[src/rtl/operand_sequencer.sv]
// rtl/operand_sequencer.sv - register-file read/write sequencer feeding the ALU (option: OPSEQ_ZERO_REG_EN)
module operand_sequencer #(
    parameter int WORD_SIZE     = 8,
    parameter int REG_ADDR_SIZE = 3,
    parameter int OPCODE_SIZE   = 4
) (
    input  logic                     clock,
    input  logic                     reset_enable,
    input  logic                     instr_valid,
    output logic                     instr_ready,
    input  logic [OPCODE_SIZE-1:0]   instr_opcode,
    input  logic [REG_ADDR_SIZE-1:0] instr_dst,
    input  logic [REG_ADDR_SIZE-1:0] instr_src1,
    input  logic [REG_ADDR_SIZE-1:0] instr_src2,
    input  logic                     wb_valid,
    output logic                     wb_ready,
    input  logic [REG_ADDR_SIZE-1:0] wb_dst,
    input  logic [WORD_SIZE-1:0]     wb_data,
    output logic [REG_ADDR_SIZE-1:0] rf_num1,
    output logic [REG_ADDR_SIZE-1:0] rf_num2,
    output logic [WORD_SIZE-1:0]     rf_set_val,
    output logic                     rf_get_enable,
    output logic                     rf_set_enable,
    input  logic [WORD_SIZE-1:0]     rf_out1,
    input  logic [WORD_SIZE-1:0]     rf_out2,
    output logic                     op_valid,
    input  logic                     op_ready,
    output logic [OPCODE_SIZE-1:0]   op_opcode,
    output logic [REG_ADDR_SIZE-1:0] op_dst,
    output logic [WORD_SIZE-1:0]     op_a,
    output logic [WORD_SIZE-1:0]     op_b
);

    typedef enum logic [1:0] {
        S_IDLE    = 2'd0,
        S_READ    = 2'd1,
        S_CAPTURE = 2'd2,
        S_ISSUE   = 2'd3
    } state_t;

    state_t                   state_q,     state_d;
    logic [OPCODE_SIZE-1:0]   opcode_q,    opcode_d;
    logic [REG_ADDR_SIZE-1:0] dst_q,       dst_d;
    logic [REG_ADDR_SIZE-1:0] src1_q,      src1_d;
    logic [REG_ADDR_SIZE-1:0] src2_q,      src2_d;
    logic                     op_valid_q,  op_valid_d;
    logic [OPCODE_SIZE-1:0]   op_opcode_q, op_opcode_d;
    logic [REG_ADDR_SIZE-1:0] op_dst_q,    op_dst_d;
    logic [WORD_SIZE-1:0]     op_a_q,      op_a_d;
    logic [WORD_SIZE-1:0]     op_b_q,      op_b_d;

    logic                     wb_fire;
    logic                     wb_writes_rf;
    logic [WORD_SIZE-1:0]     cap_a;
    logic [WORD_SIZE-1:0]     cap_b;

    assign op_valid  = op_valid_q;
    assign op_opcode = op_opcode_q;
    assign op_dst    = op_dst_q;
    assign op_a      = op_a_q;
    assign op_b      = op_b_q;

    // Handshake readiness: writebacks are only held off while the register file is being read.
    always_comb begin
        wb_ready    = (state_q == S_IDLE) || (state_q == S_ISSUE);
        instr_ready = (state_q == S_IDLE) && !wb_valid;
        wb_fire     = wb_ready && wb_valid;
`ifdef OPSEQ_ZERO_REG_EN
        wb_writes_rf = wb_fire && (wb_dst != '0);
        cap_a        = (src1_q == '0) ? '0 : rf_out1;
        cap_b        = (src2_q == '0) ? '0 : rf_out2;
`else
        wb_writes_rf = wb_fire;
        cap_a        = rf_out1;
        cap_b        = rf_out2;
`endif
    end

    // Register-file port mux: a write cycle and a read cycle are mutually exclusive by state.
    always_comb begin
        rf_num1       = '0;
        rf_num2       = '0;
        rf_set_val    = '0;
        rf_get_enable = 1'b0;
        rf_set_enable = 1'b0;
        if (wb_writes_rf) begin
            rf_set_enable = 1'b1;
            rf_num1       = wb_dst;
            rf_set_val    = wb_data;
        end else if (state_q == S_READ) begin
            rf_get_enable = 1'b1;
            rf_num1       = src1_q;
            rf_num2       = src2_q;
        end
    end

    // Next-state and next-output computation for the sequencing FSM.
    always_comb begin
        state_d     = state_q;
        opcode_d    = opcode_q;
        dst_d       = dst_q;
        src1_d      = src1_q;
        src2_d      = src2_q;
        op_valid_d  = op_valid_q;
        op_opcode_d = op_opcode_q;
        op_dst_d    = op_dst_q;
        op_a_d      = op_a_q;
        op_b_d      = op_b_q;
        case (state_q)
            S_IDLE: begin
                if (instr_valid && instr_ready) begin
                    opcode_d = instr_opcode;
                    dst_d    = instr_dst;
                    src1_d   = instr_src1;
                    src2_d   = instr_src2;
                    state_d  = S_READ;
                end
            end
            S_READ: begin
                state_d = S_CAPTURE;
            end
            S_CAPTURE: begin
                // Read data is registered by the register file, so it is valid in this cycle.
                op_a_d      = cap_a;
                op_b_d      = cap_b;
                op_opcode_d = opcode_q;
                op_dst_d    = dst_q;
                op_valid_d  = 1'b1;
                state_d     = S_ISSUE;
            end
            S_ISSUE: begin
                if (op_ready) begin
                    op_valid_d = 1'b0;
                    state_d    = S_IDLE;
                end
            end
            default: begin
                state_d = S_IDLE;
            end
        endcase
    end

    // State and registered ALU outputs; reset discards any in-flight instruction.
    always_ff @(posedge clock) begin
        if (reset_enable) begin
            state_q     <= S_IDLE;
            opcode_q    <= '0;
            dst_q       <= '0;
            src1_q      <= '0;
            src2_q      <= '0;
            op_valid_q  <= 1'b0;
            op_opcode_q <= '0;
            op_dst_q    <= '0;
            op_a_q      <= '0;
            op_b_q      <= '0;
        end else begin
            state_q     <= state_d;
            opcode_q    <= opcode_d;
            dst_q       <= dst_d;
            src1_q      <= src1_d;
            src2_q      <= src2_d;
            op_valid_q  <= op_valid_d;
            op_opcode_q <= op_opcode_d;
            op_dst_q    <= op_dst_d;
            op_a_q      <= op_a_d;
            op_b_q      <= op_b_d;
        end
    end

endmodule

[config.mk]
export PLATFORM = sky130hd
export DESIGN_NAME = operand_sequencer
export DESIGN_NICKNAME = d
export VERILOG_FILES = /design/src/rtl/operand_sequencer.sv
export SDC_FILE = /design/constraint.sdc
export NUM_CORES = 1
export LEC_CHECK = 0
export ABC_AREA = 0
export CORE_MARGIN = 2
export CORE_UTILIZATION = 43
export CTS_BUF_LIST = sky130_fd_sc_hd__clkbuf_4
export CTS_CLUSTER_SIZE = 20
export DETAILED_ROUTE_END_ITERATION = 7
export GPL_ROUTABILITY_DRIVEN = 0
export PLACE_DENSITY = 0.86
export SYNTH_ARGS = -nofsm -noshare
export SYNTH_HDL_FRONTEND = slang
export SYNTH_SLANG_ARGS = --single-unit
[constraint.sdc]
create_clock -name clock -period 2.5 [get_ports clock]
set_input_delay 0.75 -clock clock [delete_from_list [all_inputs] [get_ports clock]]
set_output_delay 0.75 -clock clock [all_outputs]
set_load 0.02 [all_outputs]
# After elaboration in Yosys (flattened, before gate mapping)
# Cells that the tools add are included.
word_totals:
  regBits: 39
  wordCells: 38
op_classes:
  n_eq_ne: 5
  mux: 13
  n_reduce_logical: 10
op_table:
  columns: ["op", "count"]
  rows:
  - ["$mux 3", 4]
  - ["$mux 8", 1]
  - ["$pmux 2 s4", 1]
  - ["$reduce_and 2->1", 3]
  - ["$eq 2x2->1 const B", 2]
  - ["$mux 1", 4]
  - ["$mux 2", 2]
  - ["$logic_and 1x1->1", 3]
  - ["$eq 2x1->1 const B", 1]
  - ["$logic_not 2->1", 1]
  - ["$ne 2x1->1 const B", 1]
  - ["$ne 2x2->1 const B", 1]
  - ["$pmux 1 s2", 1]
  - ["$reduce_bool 2->1", 1]
  - ["$logic_not 1->1", 1]
  - ["$logic_or 1x1->1", 1]

# Depth between registers and ports, before layout
# Gate-level depths: netlist of run 1.
logic_depth:
  word_depth: 5
  depth_mapped: 8
  ltp_nobuf: 7

# Worst setup path before layout of run 1
# Ideal clock, no wire load.
synth_timing:
  path_kind: "reg-to-output"
  from: "register state_q[0]"
  to: "output rf_num1[0]"
  t_arrival_ns: 1.662
  required_ns: 1.750
  setup_slack_ns: 0.088
  stages_incl_launch_ff: 8
  cell_sequence: "dfxtp_1 > inv_1 > ha_1 > inv_1 > nand2_1 > inv_1 > buf_6 > o21ai_0"
synth_between:
  elab_chain_len: 4
synth_lines:
  columns: ["element", "line", "source"]
  rows:
  - ["from (decl)", "41", "state_t state_q, state_d;"]
  - ["from (signal assigned)", "157", "state_q <= state_d;"]
  - ["$eq 2x2->1 / $logic_not 2->1 (equally long branches)", "65", "wb_ready = (state_q == S_IDLE) || (state_q == S_ISSUE);"]
  - ["$logic_or 1x1->1 *", "65", null]
  - ["named net wb_ready", "16", "output logic wb_ready,"]
  - ["$logic_and 1x1->1 *", "67", "wb_fire = wb_ready && wb_valid;"]
  - ["$mux 3 *", "86", "if (wb_writes_rf) begin"]
  - ["to (decl)", "19", "output logic [REG_ADDR_SIZE-1:0] rf_num1,"]
# Mark *: on every way through the listed nets, which the timed path passes. The rest lies on a longest branch.

# Worst setup path after layout of run 1
layout_timing:
  from: "input wb_valid"
  to: "output instr_ready"
layout_between:
  elab_chain_len: 2
layout_lines:
  columns: ["element", "line", "source"]
  rows:
  - ["from (decl)", "15", "input logic wb_valid,"]
  - ["$logic_not 1->1", "66", "instr_ready = (state_q == S_IDLE) && !wb_valid;"]
  - ["$logic_and 1x1->1", "66", null]
  - ["to (decl)", "10", "output logic instr_ready,"]
# No other way between the ends.

==> run metrics, run 1 <==
peak supply drop=0.000454 V; die area=0.00430 mm²; Async SR Flop Fraction=0%; sequential power share=34.8%; Fmax=415 MHz; Seq/Total Area, Yosys=47.9%; global-route wire length before repair=6270 µm; Setup Crit Path Kind=input port to primary output; Crit path required time=1.75 ns; WP data arrival=1.66 ns; Final period util=96.4%; Fill cells=291; Layout Skew=0.00575 ns; Yosys reg bits=39; initial antenna violation count=0; Final HPWL DP=2850 µm; vias in the first global route=1462; Synth area leaders=dfxtp_1 48%, mux2i_1 15%, nand2_1 8.3%, nor2_1 5.5%, a21oi_1 4.6%; Post-synth EDFFs=0; Tightest Pin Transition=0.547 ns; Nets=324; average size of a mapped cell=9.05 µm²; overall global routing resource usage=18.8%; global route total overflow=0; CP Launch Type=input port; CTS buffer count=5; clock tree buffer depth=2; sw frac=37.1%; synthesized area=0.00163 mm²; Post-Syn Instances=180; Relative slew margins=63.5%; internal power=1.38 mW; clk sinks=39; top-count cell post-synth=dfxtp_1; total wire length=3850 µm; drt pass-1 iters=5; Area Growth Syn to Fin=60.2%; Tot Pwr=2.19 mW; fin util=71.3%; critical path capture point type=primary output; Die Span Y=65.6 µm; combinational share of power=51.1%; Psw=0.814 mW; Hold WC Path Type=flip-flop to flip-flop; synth cell count leaders=39 x dfxtp_1, 36 x nand2_1, 24 x mux2i_1, 24 x nor2_1, 15 x a21oi_1; CTS tree=built; Synth cell types=21; post-synth net total=230; Ports=87; Synth area leader=dfxtp_1; worst skew pair latency=0.32 ns; Vias=1485; main flop type after synthesis=dfxtp_1; Post-DRT Antenna Nets=0; Hold Vio Cnt, Final=0; CTS Hold Bufs=0; status=finished, final reports clean; setup violators final=0; worst-path fanout max=4; htree depth=2; register area=783 µm²; Buffers on Ports=86; final count of pins violating max slew=0; Initial Util=44.5%; setup total negative slack=0 ns; PD cells=840 mW/mm²; Multi-input gate area=771 µm²; CTS Root Cell=clkbuf_4; Clk pwr share=14.1%; synth warn=0; max_cap viols=0; fraction of layout cells with a size suffix above 1=13.8%; Cell Rows=22; WL/cell=11.9 µm; Ant. Diodes=0; pin count of the biggest net entering global routing=21; leakage=1.02 nW; pre-CTS setup slack=-0.625 ns; number of remaining DRC errors=0; DRT iter0 DRCs=73; Core ar.=0.00366 mm²; Setup WS post-layout=0.0898 ns; fin crit period=2.41 ns; Die X=65.6 µm; post-synth top area share=47.9%; vias per cell=4.60; Worst-path clk slew=0.11 ns
-- registers in the layout (all words and copies together), names as in the netlist --
name,count
op_opcode,4
op_b,8
op_dst,3
opcode_q,4
src2_q,3
dst_q,3
state_q,2
op_a,8
src1_q,3
op_valid,1
-- critical path, cell delays in order --
cell           delay (ns)
dlygate4sd2_1        0.27
buf_4                0.15
and2b_1              0.17
dlygate4sd2_1        0.32
-- kinds of logic after synthesis --
| group | Yosys count | synth area share [%] |
|---|---|---|
| and+or+nand+nor | 78 | 21.2 |
| DFF | 39 | 47.9 |
| muxes | 24 | 14.7 |
| AOI/OAI and AO/OA | 19 | 6.14 |
| buffers and inverters | 15 | 6.14 |
| adders and majority gates | 5 | 3.84 |
-- per-layer routing --
layer	global-route usage, %	part of all wire, %
met4	8.07	1.1
met2	32.3	52
met1	22.6	43
met5	0	0
met3	3.77	4.5
-- placed cells by master (no fill, tap or decap), drive strengths merged --
| master | Yosys | routed |
|---|---|---|
| o21ai | 3 | 3 |
| inv | 5 | 5 |
| dlygate4sd2 | 0 | 3 |
| or3 | 1 | 1 |
| nor2b | 1 | 1 |
| and2 | 8 | 8 |
| clkdlybuf4s15 | 0 | 8 |
| clkbuf | 2 | 6 |
| and3b | 1 | 1 |
| ha | 5 | 5 |
| mux2i | 24 | 24 |
| a21oi | 15 | 15 |
| dfxtp | 39 | 39 |
| and2b | 2 | 2 |
| nand3b | 1 | 1 |
| nand2b | 1 | 1 |
| nor2 | 24 | 24 |
| clkinvlp | 0 | 2 |
| buf | 8 | 17 |
| and3 | 3 | 3 |
| clkdlybuf4s50 | 0 | 68 |
| clkinv | 0 | 1 |
| o211a | 1 | 1 |
| nand2 | 36 | 36 |
-- final cells by class --
cell class / count / area share, %
Clock buffer: 6 / 1.73
Inverter: 5 / 0.815
Clock inverter: 2 / 0.479
Tap cell: 48 / 2.30
Timing Repair inverter: 1 / 0.288
Sequential cell: 39 / 30.0
Multi-Input combinational cell: 126 / 29.5
Timing Repair Buffer: 96 / 34.9
-- per-stage QoR --
step / instance area [µm²] / instances / hold WS [ns]
2_1_floorplan: 1630 / 180 / 0.432
3_3_place_gp: 2540 / 313 / 0.443
3_5_place_dp: 2540 / 313 / 0.448
4_1_cts: 2580 / 322 / 0.464
5_1_grt: 2610 / 323 / 0.482
6_report: 2610 / 323 / 0.459
-- power by group through the flow --
stage	sequential (mW)	clock [mW]	combinational (mW)
6_report	0.763	0.309	1.12
3_3_place_gp	0.769	0	1.08
5_1_grt	0.775	0.362	1.22
4_1_cts	0.760	0.327	1.08
3_5_place_dp	0.774	0	1.09
2_1_floorplan	0.842	0	0.586
-- worst paths after layout --
kind | start | endpoint | slack, ns | cells past startpoint
worst max register to register | state_q[0] | op_dst[1] | 0.66 | 6
worst min register to register | src2_q[0] | src2_q[0] | 0.46 | 2
worst max-delay path | wb_valid | instr_ready | 0.09 | 4
worst min-delay path | src2_q[0] | src2_q[0] | 0.46 | 2
-- what timing repair did --
| action | 4_1_cts | 5_1_grt |
|---|---|---|
| endpoints found under the setup margin | 17 | 13 |
| gates resized for setup | 60 | 9 |
| setup buffers | 0 | 1 |
| endpoints found under the hold margin | 0 | 0 |
| pin swaps | 1 | 2 |
| cloned | 1 | 0 |
No activity file was read; power rests on OpenSTA's default activity.
==> run 2: changes to the inputs <==
--- a/config.mk
+++ b/config.mk
@@ -7,12 +7,11 @@
 export LEC_CHECK = 0
 export ABC_AREA = 0
 export CORE_MARGIN = 2
-export CORE_UTILIZATION = 43
-export CTS_BUF_LIST = sky130_fd_sc_hd__clkbuf_4
+export CORE_UTILIZATION = 42
 export CTS_CLUSTER_SIZE = 20
 export DETAILED_ROUTE_END_ITERATION = 7
 export GPL_ROUTABILITY_DRIVEN = 0
-export PLACE_DENSITY = 0.86
+export PLACE_DENSITY = 0.84
 export SYNTH_ARGS = -nofsm -noshare
 export SYNTH_HDL_FRONTEND = slang
 export SYNTH_SLANG_ARGS = --single-unit
==> run metrics, run 2 (synthesized netlist as in run 1, its figures left out) <==
status=finished, final reports clean; total wire length=3900 µm; WL met2=1950 µm; CTS tree=built; Setup Crit Path Kind=input port to primary output; combinational share of power=48.6%; met3 wire len=189 µm; Cell Rows=22; initial antenna violation count=0; Clk pwr share=18.0%; die area=0.00439 mm²; setup violators final=0; Fmax=415 MHz; register area=781 µm²; fin util=71.6%; WHS=0.457 ns; global-route wire length before repair=6040 µm; critical path capture point type=primary output; worst skew pair latency=0.28 ns; CP Launch Type=input port; PD cells=858 mW/mm²; Tightest Pin Transition=0.503 ns; most common cell after layout, fill and taps aside=clkdlybuf4s50_1; WL/cell=12.1 µm; pre-CTS setup slack=-0.673 ns; Psw=0.830 mW; internal power=1.44 mW; sequential power share=33.4%; Hold Vio Cnt, Final=0; leakage=1.03 nW; max_cap viols=0; Area Growth Syn to Fin=62.1%; Core ar.=0.00369 mm²; Initial Util=44.2%; Nets=324; Crit path required time=1.75 ns; Ports=87; global route total overflow=0; CTS Hold Bufs=0; Vias=1478; Setup WS post-layout=0.0893 ns; commonest cells after routing, fill and taps aside=68 x clkdlybuf4s50_1, 39 x dfxtp_1, 34 x nand2_1; Buffers on Ports=86; Max Used Layer=met4; fraction of layout cells with a size suffix above 1=13.8%; Fill cells=317; fin crit period=2.41 ns; Final HPWL DP=2930 µm; peak supply drop=0.000472 V; sw frac=36.6%; overall global routing resource usage=17.9%; Tot Pwr=2.27 mW; Relative slew margins=66.4%; Worst-path clk slew=0.07 ns; Ant. Diodes=0; DRT iter0 DRCs=75; CTS Root Cell=clkbuf_8; CTS buffer count=5; worst-path fanout max=4; Die Span Y=66.3 µm; Layout Skew=0.00571 ns; Post-DRT Antenna Nets=0; htree depth=2; final count of pins violating max slew=0; number of remaining DRC errors=0; vias in the first global route=1325; WP data arrival=1.66 ns; Die X=66.3 µm; clock tree buffer depth=2; Final period util=96.4%; wl on met1=1720 µm; pin count of the biggest net entering global routing=26; clk sinks=39; vias per cell=4.58; Hold WC Path Type=flip-flop to flip-flop; Multi-input gate area=762 µm²; RSZ-0062 raised after global routing=false; drt pass-1 iters=4
## run 2: changes by cell type in the layout (fill, tap and decap cells not counted), sizes merged
cell / change
clkdlybuf4s15: +2
buf: -1
dlygate4sd2: -1
## run 2: routing by layer
| metal | up-vias | track usage, % |
|---|---|---|
| li1 | 766 | - |
| met1 | 667 | 21.1 |
| met2 | 40 | 31.9 |
| met3 | 5 | 4.09 |
| met4 | 0 | 5.36 |
| met5 | - | 0 |
## run 2: stage by stage
stage / TNS, ns / area [µm²] / std cells
global placement: -8.11 / 2540 / 314
global route: 0 / 2640 / 323
CTS: 0 / 2640 / 323
floorplan: 0 / 1630 / 180
detailed placement: -8.64 / 2540 / 314
finish: 0 / 2640 / 323
## run 2: cell type report
class,instances,area share [%]
repair inverters,1,0.284
clock inverters,2,0.474
inverters,5,0.805
flip-flops and latches,39,29.6
repair buffers,96,35.0
clock buffers,6,2.75
multi-input cells,126,28.8
well taps,48,2.27
## run 2: worst paths after layout
check / startpoint / to / slack, ns / cells after the start
worst min-delay path: opcode_q[0] / opcode_q[0] / 0.46 / 2
worst min register to register: opcode_q[0] / opcode_q[0] / 0.46 / 2
worst max register to register: state_q[0] / state_q[0] / 0.97 / 6
worst max-delay path: wb_valid / instr_ready / 0.09 / 4
## run 2: power by group through the flow
stage / Clock, mW / Combinational (mW) / Sequential, mW
floorplan: 0 / 0.586 / 0.842
global route: 0.440 / 1.19 / 0.767
global placement: 0 / 1.08 / 0.770
finish: 0.407 / 1.10 / 0.758
CTS: 0.413 / 1.10 / 0.759
detailed placement: 0 / 1.10 / 0.771
## run 2: worst max-delay path, stage by stage
cell and delay (ns):
dlygate4sd2_1 0.27, buf_4 0.15, and2b_1 0.17, dlygate4sd2_1 0.33
## run 2: timing repair
action                                  CTS  global route
endpoints found under the setup margin   16             8
resized for setup                        66             1
buffers inserted                          0             0
pin swaps                                 4             0
cloned                                    1             0
